File: config.mk
export PLATFORM = sky130hd
export DESIGN_NAME = uart2wb_flat
export DESIGN_NICKNAME = d
export VERILOG_FILES = /design/src/rtl/uart2wb_pkg.sv /design/src/rtl/uart2wb_if.sv /design/src/rtl/uart2wb_timer.sv /design/src/rtl/uart2wb.sv /design/src/flat_wrapper.sv
export SDC_FILE = /design/constraint.sdc
export NUM_CORES = 1
export LEC_CHECK = 0
export ABC_AREA = 1
export BUFFER_PORTS_ARGS = -buffer_cell sky130_fd_sc_hd__buf_2
export CAP_MARGIN = 20
export CORE_UTILIZATION = 50
export CTS_BUF_LIST = sky130_fd_sc_hd__clkbuf_4
export CTS_CLUSTER_DIAMETER = 60
export DETAILED_ROUTE_END_ITERATION = 10
export MAX_ROUTING_LAYER = met4
export PLACE_DENSITY_LB_ADDON = 0.08
export SLEW_MARGIN = 20
export SYNTH_ARGS = -nofsm -noshare
export SYNTH_HDL_FRONTEND = slang
export SYNTH_SLANG_ARGS = --single-unit
File: constraint.sdc
create_clock -name clock -period 10.7 [get_ports clock]
set_input_delay 1.605 -clock clock [delete_from_list [all_inputs] [get_ports clock]]
set_output_delay 1.605 -clock clock [all_outputs]
set_load 0.01 [all_outputs]
File: src/rtl/uart2wb_pkg.sv
// Shared constants for the UART-to-Wishbone debug bridge: bus widths, command
// and response bytes, and FSM state encodings.
package uart2wb_pkg;

  localparam int unsigned ADDR_WIDTH = 32;
  localparam int unsigned DATA_WIDTH = 32;

  localparam logic [7:0] CMD_WRITE = 8'h57;  // 'W'
  localparam logic [7:0] CMD_READ  = 8'h52;  // 'R'

  localparam logic [7:0] RSP_OK  = 8'h4B;  // 'K'
  localparam logic [7:0] RSP_ERR = 8'h45;  // 'E'
  localparam logic [7:0] RSP_BAD = 8'h3F;  // '?'

  localparam logic [2:0] ST_IDLE = 3'd0;
  localparam logic [2:0] ST_ADDR = 3'd1;
  localparam logic [2:0] ST_DATA = 3'd2;
  localparam logic [2:0] ST_BUS  = 3'd3;
  localparam logic [2:0] ST_RESP = 3'd4;

endpackage

File: src/rtl/uart2wb_if.sv
// Byte-stream (UART PHY side) and Wishbone classic signals of the bridge.
// master = the bridge, slave = PHY/bus environment.
interface uart2wb_if
  import uart2wb_pkg::*;
#(
  parameter int unsigned addr_width = ADDR_WIDTH,
  parameter int unsigned data_width = DATA_WIDTH
) ();

  logic [7:0]              rx_data;
  logic                    rx_valid;
  logic [7:0]              tx_data;
  logic                    tx_valid;
  logic                    tx_ready;
  logic [addr_width-1:0]   wb_adr;
  logic [data_width-1:0]   wb_datwr;
  logic [data_width-1:0]   wb_datrd;
  logic                    wb_we;
  logic [data_width/8-1:0] wb_sel;
  logic                    wb_stb;
  logic                    wb_cyc;
  logic                    wb_ack;

  modport master (
    input  rx_data, rx_valid, tx_ready, wb_datrd, wb_ack,
    output tx_data, tx_valid, wb_adr, wb_datwr, wb_we, wb_sel, wb_stb, wb_cyc
  );

  modport slave (
    output rx_data, rx_valid, tx_ready, wb_datrd, wb_ack,
    input  tx_data, tx_valid, wb_adr, wb_datwr, wb_we, wb_sel, wb_stb, wb_cyc
  );

endinterface

File: src/rtl/uart2wb_timer.sv
// Loadable saturating down-counter. expired goes high on the max_count-th
// cycle after the last load and stays high until the next load.
module uart2wb_timer #(
  parameter int unsigned max_count = 16
) (
  input  logic clock,
  input  logic reset,
  input  logic load,
  output logic expired
);

  localparam int unsigned W = $clog2(max_count + 1);

  logic [W-1:0] cnt_q;

  // Reload on request, otherwise count down and stick at zero.
  always_ff @(posedge clock or posedge reset) begin
    if (reset) begin
      cnt_q <= '0;
    end else if (load) begin
      cnt_q <= W'(max_count - 1);
    end else if (cnt_q != '0) begin
      cnt_q <= cnt_q - 1'b1;
    end
  end

  assign expired = (cnt_q == '0);

endmodule

File: src/rtl/uart2wb.sv
// UART-to-Wishbone bridge: decodes 'W'/'R' frames from the byte stream,
// runs one single Wishbone classic cycle per frame, and returns status or
// read data bytes to the host.
module uart2wb
  import uart2wb_pkg::*;
#(
  parameter int unsigned addr_width  = ADDR_WIDTH,
  parameter int unsigned data_width  = DATA_WIDTH,
  parameter int unsigned ack_timeout = 1024,
  parameter int unsigned rx_timeout  = 250000
) (
  input logic       clock,
  input logic       reset,
  uart2wb_if.master bus
);

  localparam int unsigned NA       = addr_width / 8;
  localparam int unsigned ND       = data_width / 8;
  localparam int unsigned MaxBytes = (NA > ND) ? NA : ND;
  localparam int unsigned CntW     = $clog2(MaxBytes + 1);

  typedef logic [CntW-1:0] cnt_t;

  localparam cnt_t LastAddr = cnt_t'(NA - 1);
  localparam cnt_t LastData = cnt_t'(ND - 1);
  localparam cnt_t RespLen  = cnt_t'(ND);
  localparam cnt_t OneByte  = cnt_t'(1);

  logic [2:0]            state_q, state_d;
  logic                  is_write_q, is_write_d;
  cnt_t                  byte_cnt_q, byte_cnt_d;
  logic [addr_width-1:0] adr_q, adr_d;
  logic [data_width-1:0] dat_q, dat_d;
  logic [data_width-1:0] resp_q, resp_d;
  cnt_t                  resp_cnt_q, resp_cnt_d;
  logic                  cyc_q, cyc_d;
  logic                  we_q, we_d;
  logic                  tx_valid_q, tx_valid_d;

  logic rx_load, rx_expired;
  logic ack_load, ack_expired;

  // Inter-byte timer restarts on every byte; it is only consulted in ADDR/DATA.
  assign rx_load  = bus.rx_valid || (state_q == ST_IDLE);
  // Ack timer is held loaded outside BUS so it starts full on BUS entry.
  assign ack_load = (state_q != ST_BUS);

  uart2wb_timer #(.max_count(rx_timeout)) u_rx_timer (
    .clock   (clock),
    .reset   (reset),
    .load    (rx_load),
    .expired (rx_expired)
  );

  uart2wb_timer #(.max_count(ack_timeout)) u_ack_timer (
    .clock   (clock),
    .reset   (reset),
    .load    (ack_load),
    .expired (ack_expired)
  );

  // Frame decode, bus cycle control and response sequencing.
  always_comb begin
    state_d    = state_q;
    is_write_d = is_write_q;
    byte_cnt_d = byte_cnt_q;
    adr_d      = adr_q;
    dat_d      = dat_q;
    resp_d     = resp_q;
    resp_cnt_d = resp_cnt_q;
    cyc_d      = cyc_q;
    we_d       = we_q;
    tx_valid_d = tx_valid_q;

    case (state_q)
      ST_IDLE: begin
        if (bus.rx_valid) begin
          if (bus.rx_data == CMD_WRITE || bus.rx_data == CMD_READ) begin
            is_write_d = (bus.rx_data == CMD_WRITE);
            byte_cnt_d = '0;
            state_d    = ST_ADDR;
          end else begin
            resp_d     = data_width'(RSP_BAD);
            resp_cnt_d = OneByte;
            tx_valid_d = 1'b1;
            state_d    = ST_RESP;
          end
        end
      end

      ST_ADDR: begin
        // A byte arriving on the expiry cycle still counts.
        if (bus.rx_valid) begin
          adr_d      = (adr_q >> 8) | (addr_width'(bus.rx_data) << (addr_width - 8));
          byte_cnt_d = byte_cnt_q + 1'b1;
          if (byte_cnt_q == LastAddr) begin
            byte_cnt_d = '0;
            if (is_write_q) begin
              state_d = ST_DATA;
            end else begin
              cyc_d   = 1'b1;
              state_d = ST_BUS;
            end
          end
        end else if (rx_expired) begin
          state_d = ST_IDLE;
        end
      end

      ST_DATA: begin
        if (bus.rx_valid) begin
          dat_d      = (dat_q >> 8) | (data_width'(bus.rx_data) << (data_width - 8));
          byte_cnt_d = byte_cnt_q + 1'b1;
          if (byte_cnt_q == LastData) begin
            byte_cnt_d = '0;
            cyc_d      = 1'b1;
            we_d       = 1'b1;
            state_d    = ST_BUS;
          end
        end else if (rx_expired) begin
          state_d = ST_IDLE;
        end
      end

      ST_BUS: begin
        // Ack is checked first so a late ack on the expiry cycle succeeds.
        if (bus.wb_ack) begin
          cyc_d      = 1'b0;
          we_d       = 1'b0;
          tx_valid_d = 1'b1;
          state_d    = ST_RESP;
          if (is_write_q) begin
            resp_d     = data_width'(RSP_OK);
            resp_cnt_d = OneByte;
          end else begin
            resp_d     = bus.wb_datrd;
            resp_cnt_d = RespLen;
          end
        end else if (ack_expired) begin
          cyc_d      = 1'b0;
          we_d       = 1'b0;
          resp_d     = data_width'(RSP_ERR);
          resp_cnt_d = OneByte;
          tx_valid_d = 1'b1;
          state_d    = ST_RESP;
        end
      end

      ST_RESP: begin
        if (bus.tx_ready) begin
          resp_d     = resp_q >> 8;
          resp_cnt_d = resp_cnt_q - 1'b1;
          if (resp_cnt_q == OneByte) begin
            tx_valid_d = 1'b0;
            state_d    = ST_IDLE;
          end
        end
      end

      default: begin
        cyc_d      = 1'b0;
        we_d       = 1'b0;
        tx_valid_d = 1'b0;
        state_d    = ST_IDLE;
      end
    endcase
  end

  // State and datapath registers; reset drops the bus cycle immediately.
  always_ff @(posedge clock or posedge reset) begin
    if (reset) begin
      state_q    <= ST_IDLE;
      is_write_q <= 1'b0;
      byte_cnt_q <= '0;
      adr_q      <= '0;
      dat_q      <= '0;
      resp_q     <= '0;
      resp_cnt_q <= '0;
      cyc_q      <= 1'b0;
      we_q       <= 1'b0;
      tx_valid_q <= 1'b0;
    end else begin
      state_q    <= state_d;
      is_write_q <= is_write_d;
      byte_cnt_q <= byte_cnt_d;
      adr_q      <= adr_d;
      dat_q      <= dat_d;
      resp_q     <= resp_d;
      resp_cnt_q <= resp_cnt_d;
      cyc_q      <= cyc_d;
      we_q       <= we_d;
      tx_valid_q <= tx_valid_d;
    end
  end

  assign bus.tx_data  = resp_q[7:0];
  assign bus.tx_valid = tx_valid_q;
  assign bus.wb_adr   = adr_q;
  assign bus.wb_datwr = dat_q;
  assign bus.wb_we    = we_q;
  assign bus.wb_sel   = {(data_width / 8){cyc_q}};
  assign bus.wb_stb   = cyc_q;
  assign bus.wb_cyc   = cyc_q;

endmodule

File: src/flat_wrapper.sv
// flat-port wrapper written by rule: the top's interface ports become plain ports
module uart2wb_flat import uart2wb_pkg::*;
#(
  parameter int unsigned addr_width  = ADDR_WIDTH,
  parameter int unsigned data_width  = DATA_WIDTH,
  parameter int unsigned ack_timeout = 1024,
  parameter int unsigned rx_timeout  = 250000
)
  (clock, reset, bus_rx_data, bus_rx_valid, bus_tx_ready, bus_wb_datrd, bus_wb_ack, bus_tx_data, bus_tx_valid, bus_wb_adr, bus_wb_datwr, bus_wb_we, bus_wb_sel, bus_wb_stb, bus_wb_cyc);
  uart2wb_if #(.addr_width(addr_width), .data_width(data_width)) bus_i ();
  input logic clock;
  input logic reset;
  input wire logic [$bits(bus_i.rx_data)-1:0] bus_rx_data;
  input wire logic [$bits(bus_i.rx_valid)-1:0] bus_rx_valid;
  input wire logic [$bits(bus_i.tx_ready)-1:0] bus_tx_ready;
  input wire logic [$bits(bus_i.wb_datrd)-1:0] bus_wb_datrd;
  input wire logic [$bits(bus_i.wb_ack)-1:0] bus_wb_ack;
  output wire logic [$bits(bus_i.tx_data)-1:0] bus_tx_data;
  output wire logic [$bits(bus_i.tx_valid)-1:0] bus_tx_valid;
  output wire logic [$bits(bus_i.wb_adr)-1:0] bus_wb_adr;
  output wire logic [$bits(bus_i.wb_datwr)-1:0] bus_wb_datwr;
  output wire logic [$bits(bus_i.wb_we)-1:0] bus_wb_we;
  output wire logic [$bits(bus_i.wb_sel)-1:0] bus_wb_sel;
  output wire logic [$bits(bus_i.wb_stb)-1:0] bus_wb_stb;
  output wire logic [$bits(bus_i.wb_cyc)-1:0] bus_wb_cyc;
  assign bus_i.rx_data = bus_rx_data;
  assign bus_i.rx_valid = bus_rx_valid;
  assign bus_i.tx_ready = bus_tx_ready;
  assign bus_i.wb_datrd = bus_wb_datrd;
  assign bus_i.wb_ack = bus_wb_ack;
  assign bus_tx_data = bus_i.tx_data;
  assign bus_tx_valid = bus_i.tx_valid;
  assign bus_wb_adr = bus_i.wb_adr;
  assign bus_wb_datwr = bus_i.wb_datwr;
  assign bus_wb_we = bus_i.wb_we;
  assign bus_wb_sel = bus_i.wb_sel;
  assign bus_wb_stb = bus_i.wb_stb;
  assign bus_wb_cyc = bus_i.wb_cyc;
  uart2wb #(.addr_width(addr_width), .data_width(data_width), .ack_timeout(ack_timeout), .rx_timeout(rx_timeout)) u_core (.clock(clock), .reset(reset), .bus(bus_i));
endmodule
==> results of run 1 <==
==> flip-flops by register name (all words and copies together), names as in the netlist <==
signal	count
u_core.state_q	3
u_core.bus.wb_we	1
u_core.u_rx_timer.cnt_q	18
u_core.bus.tx_valid	1
u_core.bus.wb_datwr	32
u_core.resp_cnt_q	3
u_core.bus.wb_adr	32
u_core.bus.wb_cyc	1
u_core.resp_q	32
u_core.byte_cnt_q	3
u_core.is_write_q	1
u_core.u_ack_timer.cnt_q	11
==> metal layers <==
metal / wire length [µm] / part of all wire / global-route usage
met1: 6760 / 0.46 / 0.301
met2: 6860 / 0.47 / 0.334
met3: 782 / 0.054 / 0.0632
met4: 193 / 0.013 / 0.0753
met5: 0 / 0 / -
==> worst max-delay path, delay by kind of cell <==
kind	cells	cell delay, ns
AND/OR/NAND/NOR	7	1.83
buffers and inverters	1	0.11
==> power by group through the flow <==
| stage | clock (µW) | sequential (µW) | combinational [µW] |
|---|---|---|---|
| after floorplan | 0 | 644 | 218 |
| after global placement | 0 | 629 | 308 |
| after detailed placement | 0 | 632 | 315 |
| after CTS | 373 | 622 | 316 |
| after global routing | 395 | 630 | 351 |
| final | 363 | 622 | 311 |
==> final timing paths <==
| check | end | depth (start not counted) | from |
|---|---|---|---|
| worst max register to register | u_core.resp_cnt_q[0] | 7 | u_core.state_q[1] |
| worst min-delay path | u_core.bus.wb_adr[6] | 2 | u_core.bus.wb_adr[6] |
| worst max-delay path | u_core.resp_cnt_q[0] | 8 | bus_rx_data[5] |
| max in group asynchronous | u_core.bus.wb_adr[3] | 3 | reset |
| worst min register to register | u_core.bus.wb_adr[6] | 2 | u_core.bus.wb_adr[6] |
| min in group asynchronous | u_core.u_rx_timer.cnt_q[17] | 2 | reset |
==> synthesized netlist by cell type (2+ instances only) <==
master | count | area [µm²]
a21oi_1 | 6 | 30.0
buf_2 | 14 | 70.1
buf_4 | 21 | 158
clkbuf_1 | 5 | 18.8
dfrtp_1 | 138 | 3450
ha_1 | 7 | 87.6
inv_1 | 72 | 270
inv_2 | 7 | 26.3
mux2_2 | 30 | 338
nand2_1 | 296 | 1110
nand2_2 | 3 | 18.8
nand3_1 | 39 | 195
nand4_1 | 37 | 231
nor2_1 | 60 | 225
nor2_2 | 4 | 25.0
nor2_4 | 4 | 45.0
nor3_1 | 4 | 20.0
o21ai_0 | 38 | 190
o21ai_1 | 6 | 30.0
o21bai_1 | 2 | 15.0
o31ai_1 | 2 | 15.0
or2_2 | 3 | 18.8
xnor2_1 | 4 | 35.0
xor2_1 | 4 | 35.0
==> stage by stage <==
step,util,instances
2_1_floorplan,-,815
3_3_place_gp,0.559,1077
3_5_place_dp,0.559,1077
4_1_cts,0.582,1109
5_1_grt,0.582,1110
6_report,0.582,1110
==> logic make-up after synthesis <==
kind of cell | Yosys count | share of synthesized area
AOI/OAI and AO/OA | 59 | 0.0480
and+or+nand+nor | 454 | 0.287
xor gates and xnor gates | 8 | 0.0104
DFF | 138 | 0.511
muxes | 30 | 0.0500
adders and majority gates | 7 | 0.0130
buffers and inverters | 119 | 0.0804
==> layout make-up <==
| cell class | count | area [µm²] |
|---|---|---|
| flip-flops and latches | 138 | 3450 |
| inverters | 79 | 302 |
| well taps | 176 | 220 |
| diodes | 1 | 2.50 |
| repair buffers | 126 | 639 |
| multi-input cells | 558 | 2760 |
| fillers | 1183 | 5510 |
| clock buffers | 17 | 128 |
| clock inverters | 15 | 174 |
==> results by group, run 1 <==
STA
  • Min cycle time layout: 3.08 ns
  • Setup violations, final: 0
  • Worst-Margin Slew: 0.880 ns
  • Final hold violation count: 0
  • Rel. slew slack: 0.413
  • Upper clock frequency limit: 0.325 GHz
  • Fin crit share: 0.288
  • Final setup TNS: 0 ns
  • Final slew viol count: 0
  • Setup Skew: 0.0187 ns
  • Hold Slack: 0.479 ns
  • Final setup margin: 7.62 ns
  • RSZ-0062 raised after global routing: false

Logic synthesis
  • FFs w/ async S/R, synth: 1.00
  • Seq/Total Area, Yosys: 0.511
  • Synthesized area: 6760 µm²
  • Commonest register cell after synthesis: dfrtp_1
  • Post-Syn Area per Cell: 8.29 µm²
  • Cell variety after synth: 33
  • Synth Instances: 815
  • Syn_nets: 867
  • Post-synth EDFFs: 0
  • Yosys reg bits: 138
  • Warnings from Yosys: 0

Worst setup path
  • Setup slack, reg-to-reg: 8.27 ns
  • Crit path kind: in -> reg
  • CP required: 11.18 ns
  • CP startpoint kind: input pin
  • Crit path max fanout: 35
  • Slowest library cell on the worst path: nand4_4
  • Crit-path most repeated cell: nand2_1
  • CP Cell Sequence: buf_2, nor2_1, nand2_1, nor2_1, nand3_2, nand4_4, nand2_1, nand2_1
  • CP max stage delay: 0.64 ns
  • Arr. time, crit path: 3.57 ns
  • Crit path capture type: register

Floorplanning
  • I/O Pins: 125
  • Chip width: 118 µm
  • Row cnt: 42
  • Die height: 118 µm
  • Starting density of the core: 0.512
  • Die footprint: 14000 µm²
  • Core Box Area: 13200 µm²

Final layout
  • Syn-to-layout area delta: 13.7%
  • Most common cell after layout, fill and taps aside: nand2_1
  • Nets: 972
  • Design Area, Final: 7680 µm²
  • Share of layout cells above drive strength 1: 0.227
  • Most frequent cells in the layout: 296 x nand2_1, 138 x dfrtp_1, 124 x buf_2

Clocking
  • CTS buffer count: 17
  • Clk root buf: clkbuf_4
  • Cts hold-fix bufs: 0
  • Postcts setup bufs: 0
  • Post-CTS resize count: 0
  • CTS tree: done
  • CTS sink cnt: 138
  • Worst-Skew Late Latency: 0.56 ns
  • Clock Tree Buf Depth: 2
  • Clock slew at reported path FFs: 0.11 ns
  • H-tree depth: 4

Placement
  • PortBufs: 124
  • Pre-CTS WS: 7.06 ns
  • Dpl hpwl: 10100 µm
  • Final Wtd Congestion: 0.887
  • Placed cell areas: 7370 µm²

GRT
  • Initial antenna violation count: 1
  • Number of global-route vias before repair: 5163
  • GRT Total Usage: 0.226
  • First-pass GRT wire length: 24600 µm
  • Largest net degree at the start of global routing: 87
  • Grt total ovfl: 0

Routing
  • Routed WL per cell: 13.1 µm
  • DRC: 0
  • Vias: 5547
  • DRT Pass-1 Iters: 6
  • DR iter-0 viols: 524
  • Routed Antenna Nets: 0
  • Post-DR vias/cell: 5.00
  • Drt total wl: 14600 µm

Power and ir drop
  • Static Leakage: 0.00432 µW
  • Clock power frac: 0.280
  • Seq pwr share: 0.479
  • Sw Share: 0.346
  • Total power: 1300 µW
  • VDD IR-drop max: 0.0000925 V
  • Pwr per Cell Area: 169 nW/µm²
  • Comb power frac: 0.240
  • Switching power: 448 µW
  • P_int: 848 µW

Min path
  • HP Class: reg -> reg

Flow run
  • Max Cap Viol: 0

Run status
  • Outcome: complete, no violations
No activity file was read; power rests on OpenSTA's default activity.
==> run 2: changes to the inputs <==
==> constraint.sdc (replaced) <==
create_clock -name clock -period 2.9 [get_ports clock]
set_input_delay 0.435 -clock clock [delete_from_list [all_inputs] [get_ports clock]]
set_output_delay 0.435 -clock clock [all_outputs]
set_load 0.01 [all_outputs]
==> results by group, run 2 (synthesized netlist as in run 1, its figures left out) <==
Run status
  • Outcome: complete, no violations

Worst setup path
  • CP Launch Point: u_core.state_q[1]
  • Delay-heaviest family, CP: simple AND/OR/NAND/NOR gates
  • Crit path kind: reg -> reg
  • CP startpoint kind: register
  • CP Cell Sequence: nor2_2, inv_2, nor2_4, nand3_2, nand4_4, nand2_1, nand2_1
  • Setup slack, reg-to-reg: 0.81 ns
  • Reg-to-Reg Start: u_core.state_q[1]
  • Crit path capture type: register
  • CP Depth: 7
  • Crit-path most repeated cell: nand2_1
  • Arr. time, crit path: 2.56 ns
  • R2r endpoint: u_core.resp_q[18]
  • CP required: 3.37 ns
  • Slowest library cell on the worst path: dfrtp_1
  • Crit path max fanout: 35
  • Worst R2R Path Depth: 7
  • Worst setup endpoint: u_core.resp_q[18]
  • CP max stage delay: 0.52 ns
  • Crit path buffers/inverters: 1

Final layout
  • Filler cells: 1231
  • Share of layout cells above drive strength 1: 0.233
  • Seq. cell area: 3450 µm²
  • Nets: 975
  • Area of the multi-input gates: 2760 µm²
  • Design Area, Final: 7700 µm²
  • Syn-to-layout area delta: 14.0%
  • Most frequent cells in the layout: 296 x nand2_1, 138 x dfrtp_1, 124 x buf_2
  • Post-Layout Cell Count: 1113
  • Most common cell after layout, fill and taps aside: nand2_1

Placement
  • Pre-CTS WS: 0.783 ns
  • Final Wtd Congestion: 0.872
  • Dpl hpwl: 10200 µm
  • Placed cell count: 1080
  • PortBufs: 124
  • Placed cell areas: 7410 µm²

Clocking
  • Clock slew at reported path FFs: 0.12 ns
  • H-tree depth: 4
  • Worst-Skew Late Latency: 0.53 ns
  • Postcts setup bufs: 0
  • Cts hold-fix bufs: 0
  • Clock Tree Buf Depth: 2
  • CTS tree: done
  • Clk root buf: clkbuf_4
  • CTS sink cnt: 138
  • Post-CTS resize count: 0
  • CTS buffer count: 17

STA
  • Final hold violation count: 0
  • Final setup TNS: 0 ns
  • Final slew viol count: 0
  • Setup violations, final: 0
  • Worst-Margin Slew: 0.904 ns
  • Hold Slack: 0.0572 ns
  • RSZ-0062 raised after global routing: false
  • Setup Skew: 0.0150 ns
  • Min cycle time layout: 2.09 ns
  • Rel. slew slack: 0.397
  • Upper clock frequency limit: 0.479 GHz
  • Final setup margin: 0.810 ns
  • Fin crit share: 0.721

Floorplanning
  • Chip width: 118 µm
  • Starting density of the core: 0.512
  • Row cnt: 42
  • Die footprint: 14000 µm²
  • I/O Pins: 125
  • Die height: 118 µm
  • Core Box Area: 13200 µm²

Routing
  • Post-DR vias/cell: 5.03
  • Vias: 5594
  • Drt total wl: 14700 µm
  • Routed Antenna Nets: 0
  • DRT Pass-1 Iters: 5
  • DR iter-0 viols: 398
  • Routed WL per cell: 13.2 µm
  • DRC: 0

Min path
  • HP Class: in -> async

GRT
  • Largest net degree at the start of global routing: 139
  • Number of global-route vias before repair: 5430
  • First-pass GRT wire length: 24700 µm
  • Initial antenna violation count: 1
  • Grt total ovfl: 0
  • GRT Total Usage: 0.226

Flow run
  • Max Cap Viol: 0

Power and ir drop
  • Static Leakage: 0.00433 µW
  • VDD IR-drop max: 0.000401 V
  • Pwr per Cell Area: 614 nW/µm²
run 2: final cells by class:
class                      instances  share of cell area
clock inverter                    12              0.0184
inverter                          79              0.0390
timing repair buffer             129              0.0871
multi-input combinational        558               0.359
antenna                            1            0.000325
sequential                       138               0.448
tap                              176              0.0286
clock buffer                      20              0.0195
run 2: stage by stage:
stage	power [µW]	utilization
6_report	4730	0.584
5_1_grt	5040	0.584
4_1_cts	4800	0.584
3_5_place_dp	3510	0.562
3_3_place_gp	3480	0.562
2_1_floorplan	3180	-
run 2: tightest hold or removal path, cell delays in order:
cell,delay (ns)
buf_2,0.11
clkinvlp_4,0.07
buf_12,0.47
run 2: how the worst min path moves through the flow:
stage | from | endpoint | cells past startpoint
detailed placement | u_core.bus.wb_adr[2] | u_core.bus.wb_adr[2] | 2
global route | bus_wb_datrd[29] | u_core.resp_q[29] | 3
finish | reset | u_core.u_rx_timer.cnt_q[17] | 3
global placement | u_core.bus.wb_adr[2] | u_core.bus.wb_adr[2] | 2
CTS | bus_wb_datrd[29] | u_core.resp_q[29] | 3
floorplan | u_core.resp_q[24] | u_core.resp_q[24] | 2
run 2: report_power, final:
part           switching, µW  internal [µW]
combinational            756            404
sequential               156           2140
clock                    722            552
total                   1630           3090
run 2: per-layer routing:
layer  vias to the layer above  track usage  wire length (µm)
met5                         -            -                 0
met4                         0       0.0737               157
met3                        15       0.0594               738
met2                       141        0.363              7200
met1                      2630        0.279              6640
li1                       2808            -                 -
